## src/rtl/aes_sched_pkg.sv

```systemverilog
`default_nettype none
// ============================================================================
// Module   : aes_sched_pkg
// Purpose  : Shared types and width helpers for the AES block scheduler.
// Revision : 1.0 - initial release
// ============================================================================
package aes_sched_pkg;

  // Scheduler sequencing states
  typedef enum logic [1:0] {
    IDLE  = 2'd0,
    START = 2'd1,
    WAIT  = 2'd2,
    DRAIN = 2'd3
  } state_t;

  localparam int BLOCK_W_DEF = 128;

  // Width of a channel index; never narrower than one bit
  function automatic int ch_w(input int n);
    return (n > 1) ? $clog2(n) : 1;
  endfunction

  // Width of a counter that must hold the value n
  function automatic int cnt_w(input int n);
    return (n >= 1) ? $clog2(n + 1) : 1;
  endfunction

endpackage
`default_nettype wire

```

## src/rtl/aes_block_sched_rr_arbiter.sv

```systemverilog
`default_nettype none
// ============================================================================
// Module   : rr_arbiter
// Purpose  : Combinational round-robin arbiter. Grants the first requester
//            found searching upward from i_ptr+1 (wrapping), one-hot.
// Revision : 1.0 - initial release
// ============================================================================
module rr_arbiter
  import aes_sched_pkg::*;
#(
  parameter int NUM_CH = 2
) (
  input  logic [NUM_CH-1:0]       i_req,
  input  logic [ch_w(NUM_CH)-1:0] i_ptr,
  output logic [NUM_CH-1:0]       o_grant,
  output logic                    o_any_grant
);

  int   w_tgt;
  logic w_found;

  // Walk priority slots from ptr+1; constant indices keep the select logic flat
  always_comb begin
    o_grant = '0;
    w_found = 1'b0;
    w_tgt   = 0;
    for (int i = 0; i < NUM_CH; i++) begin
      w_tgt = int'(i_ptr) + 1 + i;
      if (w_tgt >= NUM_CH) w_tgt = w_tgt - NUM_CH;
      for (int k = 0; k < NUM_CH; k++) begin
        if (!w_found && (w_tgt == k) && i_req[k]) begin
          o_grant[k] = 1'b1;
          w_found    = 1'b1;
        end
      end
    end
  end

  assign o_any_grant = w_found;

endmodule
`default_nettype wire

```

## src/rtl/aes_block_sched.sv

```systemverilog
`default_nettype none
// ============================================================================
// Module   : aes_block_sched
// Purpose  : Round-robin scheduler feeding receiver blocks into one shared
//            cipher engine; tags results with the source channel and guards
//            against a hung engine with a sticky watchdog flag.
// Revision : 1.0 - initial release
// ============================================================================
module aes_block_sched
  import aes_sched_pkg::*;
#(
  parameter int NUM_CH       = 2,
  parameter int BLOCK_W      = BLOCK_W_DEF,
  parameter int GUARD_CYCLES = 2,
  parameter int TIMEOUT      = 64
) (
  input  logic                      clk,
  input  logic                      rst,
  input  logic [NUM_CH-1:0]         i_ch_data_ready,
  input  logic [NUM_CH*BLOCK_W-1:0] i_ch_data,
  output logic [NUM_CH-1:0]         o_ch_data_taken,
  input  logic                      i_eng_busy,
  output logic                      o_eng_start,
  output logic [BLOCK_W-1:0]        o_eng_block_in,
  input  logic                      i_eng_done,
  input  logic [BLOCK_W-1:0]        i_eng_block_out,
  output logic                      o_out_valid,
  output logic [BLOCK_W-1:0]        o_out_block,
  output logic [ch_w(NUM_CH)-1:0]   o_out_ch,
  input  logic                      i_out_ready,
  output logic                      o_timeout_err,
  input  logic                      i_clr_err
);

  localparam int c_ch_w = ch_w(NUM_CH);
  localparam int c_gw   = cnt_w(GUARD_CYCLES);
  localparam int c_wd_w = cnt_w(TIMEOUT);

  state_t              r_state, w_state_nxt;
  logic [c_ch_w-1:0]   r_rr;
  logic [c_gw-1:0]     r_guard [NUM_CH];
  logic [c_wd_w-1:0]   r_wd;
  logic [NUM_CH-1:0]   r_taken;
  logic                r_start;
  logic [BLOCK_W-1:0]  r_eng_block_in;
  logic [BLOCK_W-1:0]  r_out_block;
  logic [c_ch_w-1:0]   r_out_ch;
  logic                r_out_valid;
  logic                r_timeout_err;

  logic [NUM_CH-1:0]   w_elig;
  logic [NUM_CH-1:0]   w_grant;
  logic                w_any;
  logic [c_ch_w-1:0]   w_idx;
  logic [BLOCK_W-1:0]  w_sel_block;
  logic                w_do_grant;
  logic                w_done;
  logic                w_timeout;

  // A channel is eligible only once its post-acknowledge guard has expired
  for (genvar k = 0; k < NUM_CH; k++) begin : g_guard
    assign w_elig[k] = i_ch_data_ready[k] && (r_guard[k] == '0);

    // Load on the acknowledge cycle, then count down independent of state
    always_ff @(posedge clk) begin
      if (rst)                             r_guard[k] <= '0;
      else if (r_state == START && r_taken[k]) r_guard[k] <= c_gw'(GUARD_CYCLES);
      else if (r_guard[k] != '0)           r_guard[k] <= r_guard[k] - 1'b1;
    end
  end

  rr_arbiter #(.NUM_CH(NUM_CH)) u_arb (
    .i_req       (w_elig),
    .i_ptr       (r_rr),
    .o_grant     (w_grant),
    .o_any_grant (w_any)
  );

  // One-hot grant to index and the selected channel's block
  always_comb begin
    w_idx       = '0;
    w_sel_block = '0;
    for (int k = 0; k < NUM_CH; k++) begin
      if (w_grant[k]) begin
        w_idx       = c_ch_w'(k);
        w_sel_block = i_ch_data[k*BLOCK_W +: BLOCK_W];
      end
    end
  end

  assign w_do_grant = (r_state == IDLE) && !i_eng_busy && w_any;
  assign w_done     = (r_state == WAIT) && i_eng_done;
  assign w_timeout  = (r_state == WAIT) && !i_eng_done && (r_wd == c_wd_w'(TIMEOUT - 1));

  // State register
  always_ff @(posedge clk) begin
    if (rst) r_state <= IDLE;
    else     r_state <= w_state_nxt;
  end

  // Next-state sequencing; done beats a same-cycle timeout
  always_comb begin
    w_state_nxt = r_state;
    unique case (r_state)
      IDLE:    if (w_do_grant) w_state_nxt = START;
      START:   w_state_nxt = WAIT;
      WAIT: begin
        if (w_done)         w_state_nxt = DRAIN;
        else if (w_timeout) w_state_nxt = IDLE;
      end
      DRAIN:   if (i_out_ready) w_state_nxt = IDLE;
      default: w_state_nxt = IDLE;
    endcase
  end

  // Datapath: grant capture, start/ack pulses, watchdog, result and error flag
  always_ff @(posedge clk) begin
    if (rst) begin
      r_rr           <= c_ch_w'(NUM_CH - 1);
      r_wd           <= '0;
      r_taken        <= '0;
      r_start        <= 1'b0;
      r_eng_block_in <= '0;
      r_out_block    <= '0;
      r_out_ch       <= '0;
      r_out_valid    <= 1'b0;
      r_timeout_err  <= 1'b0;
    end else begin
      r_start <= w_do_grant;
      r_taken <= w_do_grant ? w_grant : '0;
      if (w_do_grant) begin
        r_eng_block_in <= w_sel_block;
        r_out_ch       <= w_idx;
        r_rr           <= w_idx;
      end
      if (r_state == START)     r_wd <= '0;
      else if (r_state == WAIT) r_wd <= r_wd + 1'b1;
      if (w_done) begin
        r_out_block <= i_eng_block_out;
        r_out_valid <= 1'b1;
      end else if (r_state == DRAIN && i_out_ready) begin
        r_out_valid <= 1'b0;
      end
      if (w_timeout)      r_timeout_err <= 1'b1;
      else if (i_clr_err) r_timeout_err <= 1'b0;
    end
  end

  assign o_ch_data_taken = r_taken;
  assign o_eng_start     = r_start;
  assign o_eng_block_in  = r_eng_block_in;
  assign o_out_valid     = r_out_valid;
  assign o_out_block     = r_out_block;
  assign o_out_ch        = r_out_ch;
  assign o_timeout_err   = r_timeout_err;

endmodule
`default_nettype wire

```

## config.mk

```make
export PLATFORM = sky130hd
export DESIGN_NAME = aes_block_sched
export DESIGN_NICKNAME = d
export VERILOG_FILES = /design/src/rtl/aes_sched_pkg.sv /design/src/rtl/aes_block_sched_rr_arbiter.sv /design/src/rtl/aes_block_sched.sv
export SDC_FILE = /design/constraint.sdc
export NUM_CORES = 1
export LEC_CHECK = 0
export CAP_MARGIN = 10
export CORE_AREA = 8 8 250 252
export CTS_CLUSTER_DIAMETER = 120
export DETAILED_ROUTE_END_ITERATION = 8
export DIE_AREA = 0 0 258 260
export HOLD_SLACK_MARGIN = 0.12
export SKIP_LAST_GASP = 1
export SYNTH_ARGS = -nofsm -noshare
export SYNTH_HDL_FRONTEND = slang
export SYNTH_HIERARCHICAL = 1
export SYNTH_SLANG_ARGS = --single-unit
```

## constraint.sdc

```tcl
create_clock -name clk -period 5.15 [get_ports clk]
set_input_delay 1.03 -clock clk [delete_from_list [all_inputs] [get_ports clk]]
set_output_delay 1.03 -clock clk [all_outputs]
set_load 0.005 [all_outputs]
```

==> reports/results.ini <==
[outcome]
status=complete, no violations

[power]
combPwrFrac=0.338
power_density_mw_per_mm2=403.0
irDropWorstVdd_mv=0.3493
pwr-share-clk=0.315
swShare=0.3236
internal_power_mw=5.272
leakage_nw=6.930
p_total_mw=7.795
power_frac_seq=0.347
switchingPower_mw=2.523

[sta]
tns_ns=0
final_max_slew_viol_count=0
final.setup.worst_slack_ns=2.051
min_period_ns=3.099
rsz0062_at_grt=false
finalSetupViolations=0
clock.fmax_ghz=0.3227
worst_pin_slew_ns=0.9494
maxSlewHeadroom=0.3670
fin_crit_sh=0.6018
skew_ns=0.01539
timing_hold_violations_final=0

[detailed_routing]
route.vias.total=11570
drt_wl_total_mm=53.43
viasPerCell=4.398
drt-pass1-iter-count=7
detail_route.iter0.violations=737
drc=0
wire_per_inst_um=20.32
ant_nets=0

[placement]
gp_congestion=0.7989
dpl.hpwl_mm=40.30
place_ws_ns=1.547
io_buffers=653

[floorplan]
core_mm2=0.05846
dieArea_mm2=0.06708
initial_utilization=0.1884
die_h_um=260
fp-row-count=89
pin_count=654
dieWidth_um=258

[worst_hold_path]
hold_start=o_out_block[25]$_SDFFE_PP0P_
hp-class=reg2reg
hold-path-endpoint=o_out_block[25]$_SDFFE_PP0P_
whs_path_depth=2

[critical_path]
cp-start-kind=input pin
r2r_start=r_guard[0][0]$_SDFFCE_PN0P_
crit_path_start=i_ch_data_ready[0]
critPathMaxStageDelay_ns=0.81
crit_path_cell_trace=clkdlybuf4s50_1, and2_1, or2_1, or4b_4, buf_4, a221oi_1, nor2_1
r2r_end=o_eng_block_in[93]$_SDFFE_PP0P_
cp_max_fo=55
crit_path_end_kind=flop
worst_path_max_delay_cell=or4b_4
arrival_ns=3.50
cp.required_ns=5.55
r2r_slack_ns=2.32
r2r_cells=8
critPathKind=in2reg

[yosys]
yosys-top-cells-area=dfxtp_1 (49%), a221oi_2 (12%), nand2_1 (9.1%), a21oi_1 (6.2%), o21ai_0 (5.9%)
synth_top_area_cell=dfxtp_1
synth_area_mm2=0.01102
yosysTopAreaCellShare=0.4943
yosys_warnings=6
synth_nets=1638
ys_seq_elements=276
yosys_most_used_dff=dfxtp_1
ys_top_cells_by_count=dfxtp_1 (272), nand2_1 (266), a21oi_1 (136), nor2_1 (134), o21ai_0 (130)
syn_inst=1243
synth-edff-count=4
synth.most_common_cell=dfxtp_1
ys_async_sr_fraction=0
synth.distinct_cells=40
seq_area_frac_synth=0.5052
syn_avg_cell_area_um2=8.863

[cts]
insertion_delay_ns=0.53
cts_resized=0
cts_made_buffers=35
clk_pin_slew_ns=0.06
hold_buffers=0
cts_setup_buffers=0
cts_root_buf=clkbuf_16
cts_num_sinks=276
cts_tree=done
htree_levels=2
cts_buffer_depth=3

[global_route]
grt_pass1_vias=12010
antenna_found_initial=4
grt_overflow=0
grt_max_degree=137
gr-usage-all-layers=0.1480
grt_pass1_wl_mm=77.55

[job]
max-cap-violations=0

[finish]
layout.nets=2228
syn_to_final_growth_pct=75.56
layout-drive-gt1-share=0.09106

-- worst max-delay path by stage --
stage | to | cells past startpoint | slack, ns
after global placement | o_eng_block_in[76]$_SDFFE_PP0P_ | 7 | 1.59
after floorplan | o_eng_block_in[36]$_SDFFE_PP0P_ | 9 | 2.57
after CTS | o_eng_block_in[93]$_SDFFE_PP0P_ | 7 | 2.13
after detailed placement | o_eng_block_in[93]$_SDFFE_PP0P_ | 7 | 1.55
after global routing | o_eng_block_in[96]$_SDFFE_PP0P_ | 7 | 1.97
final | o_eng_block_in[93]$_SDFFE_PP0P_ | 7 | 2.05
-- layer usage --
metal,track usage,vias to the layer above,wire length [µm]
li1,-,5541,-
met1,0.1678,5403,20950
met2,0.2474,546,25260
met3,0.06377,76,5438
met4,0.05187,2,1768
met5,0,-,11
-- logic make-up (layout without fill, tap and decap cells) --
kind of cell,after synthesis,in the layout,synth area share
buf+inv,128,741,0.05315
simple gates,427,427,0.1538
xor+xnor,2,2,0.001590
fa+ha+maj,3,3,0.003408
compound gates,406,406,0.2820
other cells,0,1,0
mux,1,1,0.0009086
flops,276,276,0.5052
-- sequential cells by signal (all words and copies together), names as in the netlist, 2 cells and up --
register / count
r_wd: 7
r_guard: 4
o_eng_block_in: 128
o_ch_data_taken: 2
r_state: 2
o_out_block: 128
-- cell usage in the layout, fill, tap and decap left out, types with 2 or more instances in the layout --
master,count
a221oi_1,37
or4_1,2
nor3b_1,2
clkdlybuf4s50_1,652
clkinv_2,3
o21ai_0,130
o31ai_1,3
inv_1,7
and2_1,2
a211oi_1,4
nand2_1,266
dfxtp_1,272
clkbuf_1,8
a21oi_1,136
nor2_1,134
clkinvlp_4,2
nor3_1,3
nand3_1,2
bufinv_16,2
edfxtp_1,4
clkbuf_8,7
nand3b_1,3
ha_1,3
buf_12,4
buf_4,17
or3_1,2
clkbuf_16,36
a221oi_2,90
and3_1,2
-- critical path: cells and delay by family --
kind | cells | cell delay, ns
AOI/OAI and AO/OA | 1 | 0.26
buffers and inverters | 2 | 0.83
and+or+nand+nor | 4 | 1.26
-- cell type report --
class | count | area, µm²
clock buffer | 51 | 1027
sequential | 276 | 5565
tap | 773 | 967.2
timing repair buffer | 673 | 6734
inverter | 8 | 32.53
clock inverter | 9 | 115.1
fill | 6067 | 39120
multi-input combinational | 839 | 4897
antenna | 1 | 2.502
-- power by group through the flow --
stage	clock network, mW	logic [mW]	registers [mW]
after floorplan	0	1.19	2.74
after global placement	0	2.64	2.74
after detailed placement	0	2.67	2.74
after CTS	2.56	2.69	2.71
after global routing	2.64	2.85	2.75
final	2.46	2.64	2.70
-- through the flow --
stage	cells	utilization	area (µm²)	hold WS, ns
after detailed placement	2569	0.3112	18200	0.4461
after floorplan	1243	-	11020	0.4527
after CTS	2629	0.3308	19340	0.4540
after global placement	2569	0.3112	18200	0.4405
final	2630	0.3308	19340	0.4521
after global routing	2630	0.3308	19340	0.4692
(Power assumes the default switching activity.)
